**config.mk**
```make
export PLATFORM = sky130hd
export DESIGN_NAME = data_loader_ascon
export DESIGN_NICKNAME = d
export VERILOG_FILES = /design/src/rtl/data_loader_ascon_pkg.sv /design/src/rtl/data_loader_ascon_packer.sv /design/src/rtl/data_loader_ascon.sv
export SDC_FILE = /design/constraint.sdc
export NUM_CORES = 1
export LEC_CHECK = 0
export ABC_AREA = 1
export ABC_CLOCK_PERIOD_IN_PS = 4800
export BUFFER_PORTS_ARGS = -buffer_cell sky130_fd_sc_hd__buf_2
export CAP_MARGIN = 40
export CORE_UTILIZATION = 60
export DETAILED_ROUTE_END_ITERATION = 10
export PLACE_DENSITY = 0.81
export SYNTH_ARGS = -nofsm -noshare
export SYNTH_HDL_FRONTEND = slang
export SYNTH_SLANG_ARGS = --single-unit
export TNS_END_PERCENT = 100
```
**constraint.sdc**
```tcl
create_clock -name clock_i -period 4.8 [get_ports clock_i]
set_input_delay 0.72 -clock clock_i [delete_from_list [all_inputs] [get_ports clock_i]]
set_output_delay 0.72 -clock clock_i [all_outputs]
set_load 0.005 [all_outputs]
```
**src/rtl/data_loader_ascon_pkg.sv**
```systemverilog
// Shared types and constants for the ASCON message loader: FSM states,
// block count and the per-block byte-type encoding.
package ascon_pack;

   typedef enum logic [2:0] {
      ST_IDLE,
      ST_FILL,
      ST_WAIT,
      ST_ISSUE,
      ST_DONE
   } loader_state_e;

   localparam int NB_BLOCKS = 3;

   localparam logic BLK_TYPE_AD = 1'b0;
   localparam logic BLK_TYPE_PT = 1'b1;

   // Block 0 carries associated data, all later blocks carry plaintext.
   function automatic logic expected_type(input logic [1:0] block_idx);
      return (block_idx == 2'd0) ? BLK_TYPE_AD : BLK_TYPE_PT;
   endfunction

endpackage

```
**src/rtl/data_loader_ascon_packer.sv**
```systemverilog
// Fill buffer for one 64-bit block: packs bytes big-endian, inserts the
// padding byte on an early last, and pre-loads a pad-only block when asked.
module packer_octets_ascon #(
   parameter logic [7:0] PAD_BYTE = 8'h80
) (
   input  logic        clk_i,
   input  logic        resetb_i,
   input  logic        clear_i,
   input  logic        release_i,
   input  logic        accept_i,
   input  logic [7:0]  byte_i,
   input  logic        last_i,
   input  logic [1:0]  block_idx_i,
   output logic [63:0] fill_o,
   output logic        complete_o,
   output logic        completing_o
);

   logic [63:0] fill_q, fill_d;
   logic [3:0]  cnt_q, cnt_d;
   logic        complete_q, complete_d;
   logic        pad_blk_q, pad_blk_d;

   always_comb begin
      fill_d       = fill_q;
      cnt_d        = cnt_q;
      complete_d   = complete_q;
      pad_blk_d    = pad_blk_q;
      completing_o = accept_i && ((cnt_q == 4'd7) || last_i);

      if (clear_i) begin
         fill_d     = '0;
         cnt_d      = '0;
         complete_d = 1'b0;
         pad_blk_d  = 1'b0;
      end else if (release_i) begin
         // A last byte in block 1 leaves block 2 as padding only, ready at once.
         fill_d     = pad_blk_q ? {PAD_BYTE, 56'd0} : 64'd0;
         cnt_d      = '0;
         complete_d = pad_blk_q;
         pad_blk_d  = 1'b0;
      end else if (accept_i) begin
         for (int k = 0; k < 8; k++) begin
            if (cnt_q == 4'(k))
               fill_d[63-8*k -: 8] = byte_i;
            else if (last_i && (cnt_q + 4'd1 == 4'(k)))
               fill_d[63-8*k -: 8] = PAD_BYTE;
         end
         cnt_d      = cnt_q + 4'd1;
         complete_d = completing_o;
         if (last_i && (block_idx_i == 2'd1))
            pad_blk_d = 1'b1;
      end
   end

   always_ff @(posedge clk_i) begin
      if (!resetb_i) begin
         fill_q     <= '0;
         cnt_q      <= '0;
         complete_q <= 1'b0;
         pad_blk_q  <= 1'b0;
      end else begin
         fill_q     <= fill_d;
         cnt_q      <= cnt_d;
         complete_q <= complete_d;
         pad_blk_q  <= pad_blk_d;
      end
   end

   assign fill_o     = fill_q;
   assign complete_o = complete_q;

endmodule

```
**src/rtl/data_loader_ascon.sv**
```systemverilog
// ASCON data loader: packs AD/PT bytes into three 64-bit blocks and releases
// each on its control-FSM strobe. Define ASCON_LOADER_ERR_EN for byte-type errors.
module data_loader_ascon
   import ascon_pack::*;
#(
   parameter logic [7:0] PAD_BYTE = 8'h80
) (
   input  logic        clock_i,
   input  logic        resetb_i,
   input  logic        start_i,
   input  logic [7:0]  byte_i,
   input  logic        byte_valid_i,
   input  logic        byte_last_i,
   input  logic        byte_type_i,
   input  logic        end_init_i,
   input  logic        end_associate_i,
   input  logic        end_cipher_i,
   output logic        ready_o,
   output logic [63:0] data_o,
   output logic        data_valid_o,
   output logic        done_o,
   output logic        err_o
);

   loader_state_e state_q, state_d;
   logic [1:0]    idx_q, idx_d;
   logic [63:0]   data_q, data_d;
   logic [63:0]   fill;
   logic          complete, completing, accept, strobe;

   assign ready_o      = (state_q == ST_FILL) && !complete;
   assign accept       = byte_valid_i && ready_o && !start_i;
   assign data_valid_o = (state_q == ST_ISSUE);
   assign done_o       = (state_q == ST_DONE);
   assign data_o       = data_q;

   packer_octets_ascon #(.PAD_BYTE(PAD_BYTE)) u_packer (
      .clk_i        (clock_i),
      .resetb_i     (resetb_i),
      .clear_i      (start_i),
      .release_i    (state_q == ST_ISSUE),
      .accept_i     (accept),
      .byte_i       (byte_i),
      .last_i       (byte_last_i),
      .block_idx_i  (idx_q),
      .fill_o       (fill),
      .complete_o   (complete),
      .completing_o (completing)
   );

   always_comb begin
      case (idx_q)
         2'd0:    strobe = end_init_i;
         2'd1:    strobe = end_associate_i;
         default: strobe = end_cipher_i;
      endcase
   end

   always_comb begin
      state_d = state_q;
      idx_d   = idx_q;
      data_d  = data_q;
      case (state_q)
         ST_IDLE:  ;
         ST_FILL:  if (completing || complete) state_d = ST_WAIT;
         ST_WAIT: begin
            if (strobe) begin
               state_d = ST_ISSUE;
               data_d  = fill;
            end
         end
         ST_ISSUE: begin
            idx_d   = idx_q + 2'd1;
            state_d = (idx_q < 2'(NB_BLOCKS - 1)) ? ST_FILL : ST_DONE;
         end
         ST_DONE:  ;
         default:  state_d = ST_IDLE;
      endcase
      // A start from any state restarts the message; the last issued block stays visible.
      if (start_i) begin
         state_d = ST_FILL;
         idx_d   = '0;
         data_d  = data_q;
      end
   end

   always_ff @(posedge clock_i) begin
      if (!resetb_i) begin
         state_q <= ST_IDLE;
         idx_q   <= '0;
         data_q  <= '0;
      end else begin
         state_q <= state_d;
         idx_q   <= idx_d;
         data_q  <= data_d;
      end
   end

`ifdef ASCON_LOADER_ERR_EN
   logic err_q, err_d;

   always_comb begin
      err_d = err_q;
      if (start_i)
         err_d = 1'b0;
      else if (accept && (byte_type_i != expected_type(idx_q)))
         err_d = 1'b1;
   end

   always_ff @(posedge clock_i) begin
      if (!resetb_i)
         err_q <= 1'b0;
      else
         err_q <= err_d;
   end

   assign err_o = err_q;
`else
   logic unused_byte_type;
   assign unused_byte_type = byte_type_i;
   assign err_o = 1'b0;
`endif

endmodule
```
# After elaboration in Yosys (flattened, before gate mapping)
# Cells that the tools add are included.
# Widths: inputs -> output; s select.
word_totals:
  n_memories: 0
  rom_bits: 0
  latch_bits: 0
  ram_bits: 0
  ff_bits: 139
  out_inout_bits: 68
op_classes:
  order_cmp: 1
  reduce_logical: 45
  bitwise_logic: 3
  div: 0
  add_sub_neg: 2
  eq_ne: 24
  shift: 0
  muxes: 27
  n_mul: 0
ops:
  columns: ["operator", "n"]
  rows:
  - ["$mux 64", 3]
  - ["$mux 8", 16]
  - ["$eq 4x3->1 const B", 8]
  - ["$reduce_bool 3->1", 8]
  - ["$reduce_and 2->1", 9]
  - ["$eq 4x2->1 const B", 4]
  - ["$logic_and 1x1->1", 13]
  - ["$pmux 3 s4", 1]
  - ["$mux 3", 3]
  - ["$reduce_and 3->1", 3]
  - ["$eq 4x1->1 const B", 2]
  - ["$logic_not 4->1", 2]
  - ["$eq 3x2->1 const B", 2]
  - ["$add 4x1->4 const B", 1]
  - ["$ne 2x1->1 const B", 2]
  - ["$reduce_or 2->1", 2]
  - ["$eq 3x1->1 const B", 1]
  - ["$eq 3x3->1 const B", 1]
  - ["$logic_not 3->1", 1]
  - ["$mux 1", 3]
  - ["$ne 3x2->1 const B", 1]
  - ["$ne 3x3->1 const B", 1]
  - ["$not 1->1", 3]
  - ["$reduce_or 3->1", 1]
  - ["9 further kinds", 11]

# Logic depth before layout (Yosys ltp)
# Gate-level depths: netlist of the first run.
depth:
  word_depth: 9
  ltp_mapped: 11
  mapped_depth_nobuf: 10

# Modules after synthesis
# From an unflattened synthesis of the first run, not the netlist that was laid out.
hier_totals:
  hier_cells: 868
  hier_area_um2: 6962.9
by_module_without_submodules:
  columns: ["module", "cells_each", "area_each_um2", "seq_area_each_um2", "n_inst"]
  rows:
  - ["packer_octets_ascon", 533, 3562.2, 1401.3, 1]
  - ["data_loader_ascon", 335, 3400.8, 1381.3, 1]

# Worst setup path before layout of the first run
# OpenSTA, ideal clock, no wires.
synth_timing:
  path_kind: "input to register"
  startpoint: "input port start_i"
  endpoint: "register u_packer.fill_q[48], in the netlist u_packer.fill_o[48]"
  n_path_buf: 3
  cell_stages: 9
  arrival_time_ns: 1.658
  slack_ns: 3.027
  cell_sequence: "buf_2 > nor2_1 > nand2_2 > nand2_2 > buf_6 > buf_6 > nand3_1 > nand2_1 > nor2_1"
synth_between:
  elab_chain_cells: 4
  elab_cells_between_ends: 5
  cone_classes: "reduce/logical (5)"
synth_rtl:
  columns: ["element", "line_no", "rtl"]
  rows:
  - ["start, declared", "data_loader_ascon.sv:10", "input logic start_i,"]
  - ["$logic_not 1->1", "data_loader_ascon.sv:32", "assign accept = byte_valid_i && ready_o && !start_i;"]
  - ["$logic_and 1x1->1", "data_loader_ascon.sv:32", null]
  - ["$reduce_bool 2->1 (no line)", null, null]
  - ["$reduce_and 2->1 (no line)", null, null]
  - ["end signal, assigned", "data_loader_ascon_packer.sv:63", "fill_q <= fill_d;"]
  - ["end, declared", "data_loader_ascon_packer.sv:19", "logic [63:0] fill_q, fill_d;"]
# Parallel ways exist; a longest one is shown, timed or not.
# A chain may end at the register's enable or synchronous reset.

# Worst setup path after layout of the first run
layout_timing:
  startpoint: "register state_q[2]"
  endpoint: "output port data_valid_o"
layout_between:
  elab_chain_cells: 1
layout_rtl:
  columns: ["element", "line_no", "rtl"]
  rows:
  - ["start, declared", "data_loader_ascon.sv:25", "loader_state_e state_q, state_d;"]
  - ["start signal, assigned", "data_loader_ascon.sv:93", "state_q <= state_d;"]
  - ["$eq 3x2->1", "data_loader_ascon.sv:33", "assign data_valid_o = (state_q == ST_ISSUE);"]
  - ["end, declared", "data_loader_ascon.sv:20", "output logic data_valid_o,"]
# Every way passes these cells.

==> impl_metrics.toml, run 1 <==
[run_status]
outcome = "finished clean"

[power]
p_clk_share_pct = 49.6
irDropWorstVdd_v = 0.000193
leakagePower_nw = 2.89
p_switching_uw = 606
powerDensity_nw_per_um2 = 358
p_comb_share_pct = 5.6
seqPwrFrac_pct = 44.8
sw_frac_of_total_pct = 23.3
intPower_mw = 1.99

[logic_synthesis]
synth_area_leader_cell = "dfxtp_1"
syn_inst = 898
ys_async_sr_fraction_pct = 0
syn-num-nets = 922
syn_area_um2 = 6440
seq_area_frac_synth_pct = 43.2
ys_warn_count = 0
synth_seq_cells = 139
synth_area_leaders = "dfxtp_1, nand2_1, a21oi_1"
avgSynthCellArea_um2 = 7.18
ys.flop_type = "dfxtp_1"
yosysTopAreaCellShare_pct = 43.2
ys_types = 25
synth_edf_count = 0

[finish]
diodes = 0
final_nets = 957
final_cell_mix = "nand2_1, dfxtp_1, a21oi_1, nor2_1, buf_2"
regArea_um2 = 2780
layout-drive-gt1-share_pct = 14.9
layout_commonest_cell = "nand2_1"
area_delta_synth_final_pct = 12.6
multi_input_area_um2 = 3040
fillCellCount = 940

[timing]
tns_ns = 0
setup_slack_ns = 2.10
setup_viol = 0
max_freq_mhz = 370
rsz0062_at_grt = "false"
report.final.slew_viol_count = 0
period_share_pct = 56.3
report.final.hold_viol_count = 0
maxSlewHeadroom_pct = 38.5
skew_ns = 0.00636
period_minus_slack_ns = 2.70
tightestPinTransition_ns = 0.919

[clock_tree]
clk_latency_ns = 0.53
ctsResizeCount = 0
clkTransAtPathRegs_ns = 0.06
cts_made_buffers = 17
clock_path_buffers = 2
cts_tree = "built"
numClockSinks = 139
htreeDepth = 4
cts_setup_buffers = 0
root_buffer = "clkbuf_8"
hold_buffers = 0

[drt]
vias = 6230
drcViolationCount = 0
via_per_inst = 5.76
route.final.wire_length_um = 15600
antenna_left = 0
wl_per_cell_um = 14.4
drt_iter0_markers = 592
dr.pass1.iters = 5

[placement]
gp_congestion = 0.905
pre_cts_ws_ns = 2.04
port-buffer-count = 82
dpl.hpwl_um = 9340

[critical_path]
rr_worst_depth = 10
cp.arrival_ns = 1.98
crit_fanout = 30
startpoint_type = "flop"
crit_required_ns = 4.08
crit_type = "flop to output port"
worstSetupEndpointType = "output port"

[global_route]
grt_pass1_wl_um = 26500
antenna_found_initial = 0
overflow = 0
grt_usage_pct = 29.2
grt_max_degree = 67
grt_pass1_vias = 5580

[worst_hold_path]
min_path_type = "flop to flop"
hold_path_depth = 2

[job]
max-cap-violations = 0

[floorplan]
start_util_pct = 62.2
dieArea_um2 = 11200
die_h_um = 106
core_um2 = 10400
placementRows = 37
fp.dieW_um = 106
ioPinCount = 85
cell usage after synthesis, types with 2 or more instances:
cell type,count
nand3_1,64
inv_1,46
dfxtp_1,139
nor2_2,2
buf_2,14
nor2_1,86
nand2_2,4
nor3_1,64
buf_1,5
nand2_1,179
buf_6,11
a31oi_1,2
a21oi_1,132
ha_1,7
nand4_1,11
nor4_1,64
clkbuf_1,29
buf_4,16
nor2_4,2
o21ai_0,10
inv_2,5
nand3_2,3
state kept, by name, summed over array words and instances, names as in the netlist:
| register | cells |
|---|---|
| u_packer.fill_o | 64 |
| u_packer.cnt_q | 4 |
| u_packer.pad_blk_q | 1 |
| state_q | 3 |
| u_packer.complete_o | 1 |
| idx_q | 2 |
| data_o | 64 |
path summary, 6_finish.rpt:
| kind | startpoint | end | slack (ns) |
|---|---|---|---|
| worst max-delay path | state_q[2] | data_valid_o | 2.10 |
| worst min-delay path | u_packer.pad_blk_q | u_packer.pad_blk_q | 0.48 |
| worst max register to register | idx_q[1] | data_o[63] | 2.13 |
| worst min register to register | u_packer.pad_blk_q | u_packer.pad_blk_q | 0.48 |
layer usage:
| metal | GRT usage (%) | routed length (um) | part of all wire [%] | vias to the layer above |
|---|---|---|---|---|
| li1 | - | - | - | 3123 |
| met2 | 46.7 | 7220 | 46 | 208 |
| met3 | 5.88 | 1040 | 6.7 | 33 |
| met5 | 0 | 0 | 0 | - |
| met1 | 39.0 | 6980 | 45 | 2866 |
| met4 | 10.7 | 367 | 2.4 | 0 |
critical path: stages (launching register included):
cell     delay (ns)
dfxtp_1        0.32
inv_1          0.14
nand3_2        0.50
inv_1          0.33
buf_2          0.16
final cells by class:
cell class | instances | share of cell area [%]
clock buffer | 19 | 5.95
clock inverter | 12 | 2.05
inverter | 51 | 2.64
multi-input combinational | 633 | 41.9
sequential | 139 | 38.3
tap | 136 | 2.34
timing repair buffer | 91 | 6.76
power groups by stage:
stage | combinational (mW) | clock, mW | sequential (mW)
floorplan | 0.112 | 0 | 1.19
global placement | 0.140 | 0 | 1.19
detailed placement | 0.143 | 0 | 1.19
CTS | 0.144 | 1.29 | 1.16
global route | 0.161 | 1.36 | 1.16
finish | 0.146 | 1.29 | 1.16
metrics by stage:
| stage | cells | hold WS [ns] | utilization, % | area [um2] | power (mW) |
|---|---|---|---|---|---|
| final | 1081 | 0.483 | 70.0 | 7260 | 2.60 |
| after global routing | 1081 | 0.502 | 70.0 | 7260 | 2.68 |
| after CTS | 1081 | 0.483 | 70.0 | 7260 | 2.60 |
| after detailed placement | 1050 | 0.469 | 64.4 | 6680 | 1.33 |
| after global placement | 1049 | 0.457 | 64.2 | 6660 | 1.33 |
| after floorplan | 898 | 0.437 | - | 6440 | 1.30 |
kinds of logic after synthesis:
logic type	share of synthesized area, %
flip-flops	43.2
other	0.0582
adder cells (fa/ha/maj)	1.36
AND/OR/NAND/NOR	34.2
AO/OA/AOI/OAI	11.3
buffers and inverters	9.82
(Power assumes the default switching activity.)
==> run 2: changes to the inputs <==
--- a/config.mk
+++ b/config.mk
@@ -6,12 +6,12 @@
 export NUM_CORES = 1
 export LEC_CHECK = 0
 export ABC_AREA = 1
-export ABC_CLOCK_PERIOD_IN_PS = 4800
+export ABC_CLOCK_PERIOD_IN_PS = 2300
 export BUFFER_PORTS_ARGS = -buffer_cell sky130_fd_sc_hd__buf_2
 export CAP_MARGIN = 40
-export CORE_UTILIZATION = 60
+export CORE_UTILIZATION = 52
 export DETAILED_ROUTE_END_ITERATION = 10
-export PLACE_DENSITY = 0.81
+export PLACE_DENSITY = 0.75
 export SYNTH_ARGS = -nofsm -noshare
 export SYNTH_HDL_FRONTEND = slang
 export SYNTH_SLANG_ARGS = --single-unit
==> constraint.sdc (replaced) <==
create_clock -name clock_i -period 2.3 [get_ports clock_i]
set_input_delay 0.345 -clock clock_i [delete_from_list [all_inputs] [get_ports clock_i]]
set_output_delay 0.345 -clock clock_i [all_outputs]
set_load 0.005 [all_outputs]
==> run 2 against run 1 <==
  * Combinational power grew 120%
  * Total power grew 110%
  * Register-to-register slack lost 1.8 ns
  * First-iteration DRC count shrank 53%
  * Worst setup slack lost 1.8 ns
  * Final cell count grew 3.7%
  * Wire length shrank 1.5%
  * Largest power group unchanged
  * Core utilization shrank 8.6 points
==> impl_metrics.toml, run 2 (synthesis results as in run 1) <==
[critical_path]
cp.arrival_ns = 1.66
crit_fanout = 18
crit_required_ns = 1.96
crit_end = "data_valid_o"
worstSetupEndpointType = "output port"
startpoint_type = "flop"
rr_worst_depth = 10
startpoint = "state_q[2]"
rr_endpoint = "u_packer.fill_o[16]"
regToRegSetupSlack_ns = 0.32
crit_type = "flop to output port"
r2r-start = "u_packer.cnt_q[0]"

[floorplan]
core_um2 = 12100
dieArea_um2 = 12800
ioPinCount = 85
placementRows = 40
fp.dieW_um = 113
die_h_um = 113
start_util_pct = 53.4

[timing]
report.final.hold_viol_count = 0
skew_ns = 0.00546
maxSlewHeadroom_pct = 54.1
rsz0062_at_grt = "false"
period_minus_slack_ns = 2.01
period_share_pct = 87.3
report.final.slew_viol_count = 0
tightestPinTransition_ns = 0.688
setup_viol = 0
tns_ns = 0
setup_slack_ns = 0.292
max_freq_mhz = 498

[clock_tree]
clock_path_buffers = 2
htreeDepth = 4
cts_tree = "built"
clk_latency_ns = 0.43
ctsResizeCount = 0
cts_made_buffers = 17
clkTransAtPathRegs_ns = 0.06
cts_setup_buffers = 0
numClockSinks = 139
root_buffer = "clkbuf_16"
hold_buffers = 0

[drt]
drt_iter0_markers = 279
wl_per_cell_um = 13.7
route.final.wire_length_um = 15400
antenna_left = 0
dr.pass1.iters = 5
drcViolationCount = 0
vias = 5980
via_per_inst = 5.33

[job]
max-cap-violations = 0

[global_route]
gr-usage-met2_pct = 40.2
grt_max_degree = 66
antenna_found_initial = 0
grt_usage_pct = 25.3
grt_util_met1_pct = 32.2
grt_busiest_layer = "met2"
use_met3_pct = 5.62
grt_pass1_vias = 5428
overflow = 0
grt_pass1_wl_um = 25800

[finish]
final_cell_mix = "nand2_1, dfxtp_1, a21oi_1, nor2_1, buf_2"
final_nets = 964
postLayoutCoreUtil_pct = 61.4
diodes = 0
layout-drive-gt1-share_pct = 15.7
finalNonFillerCells = 1121
area_delta_synth_final_pct = 15.0
fillCellCount = 1149
layout_commonest_cell = "nand2_1"

[placement]
gp_congestion = 0.947
place_inst = 1089
port-buffer-count = 82
dpl.hpwl_um = 9540
pre_cts_ws_ns = 0.370

[power]
powerDensity_nw_per_um2 = 737
leakagePower_nw = 2.95
irDropWorstVdd_v = 0.000410

[worst_hold_path]
min_path_type = "input pin to flop"

[run_status]
outcome = "finished clean"
run 2: metrics by stage:
step                power (mW)  area (um2)  hold slack [ns]
floorplan                 2.71        6440            0.437
global placement          2.80        6820            0.464
detailed placement        2.80        6820            0.468
CTS                       5.48        7410            0.263
global route              5.63        7410            0.309
finish                    5.46        7410            0.279
run 2: layer usage:
metal	wire length [um]	up-vias
met1	7230	2685
met5	0	-
li1	-	3125
met2	7010	137
met3	704	33
met4	419	0
run 2: worst min-delay path by stage:
stage | startpoint | end | slack (ns) | depth (start not counted)
global placement | u_packer.fill_o[63] | u_packer.fill_o[63] | 0.46 | 2
detailed placement | u_packer.fill_o[32] | u_packer.fill_o[32] | 0.47 | 2
floorplan | u_packer.pad_blk_q | u_packer.pad_blk_q | 0.44 | 2
CTS | byte_last_i | u_packer.pad_blk_q | 0.26 | 3
global route | byte_last_i | u_packer.pad_blk_q | 0.31 | 3
finish | byte_last_i | u_packer.pad_blk_q | 0.28 | 3
run 2: layout make-up:
type	instances	area [um2]	area share, %
Multi-Input combinational cell	633	3040	41.1
Sequential cell	139	2780	37.5
Timing Repair Buffer	98	593	8.00
Clock buffer	21	470	6.35
Tap cell	168	210	2.84
Inverter	51	191	2.58
Clock inverter	11	119	1.60
run 2: critical path, cell delays in order (launching register included):
cell     delay (ns)
dfxtp_1        0.31
inv_1          0.14
nand3_2        0.34
inv_1          0.29
buf_2          0.15
run 2: power breakdown:
group | internal, mW | total (mW) | switching, mW
clock | 1.67 | 2.71 | 1.04
sequential | 2.42 | 2.43 | 0.00864
combinational | 0.0871 | 0.316 | 0.229
total | 4.18 | 5.46 | 1.28
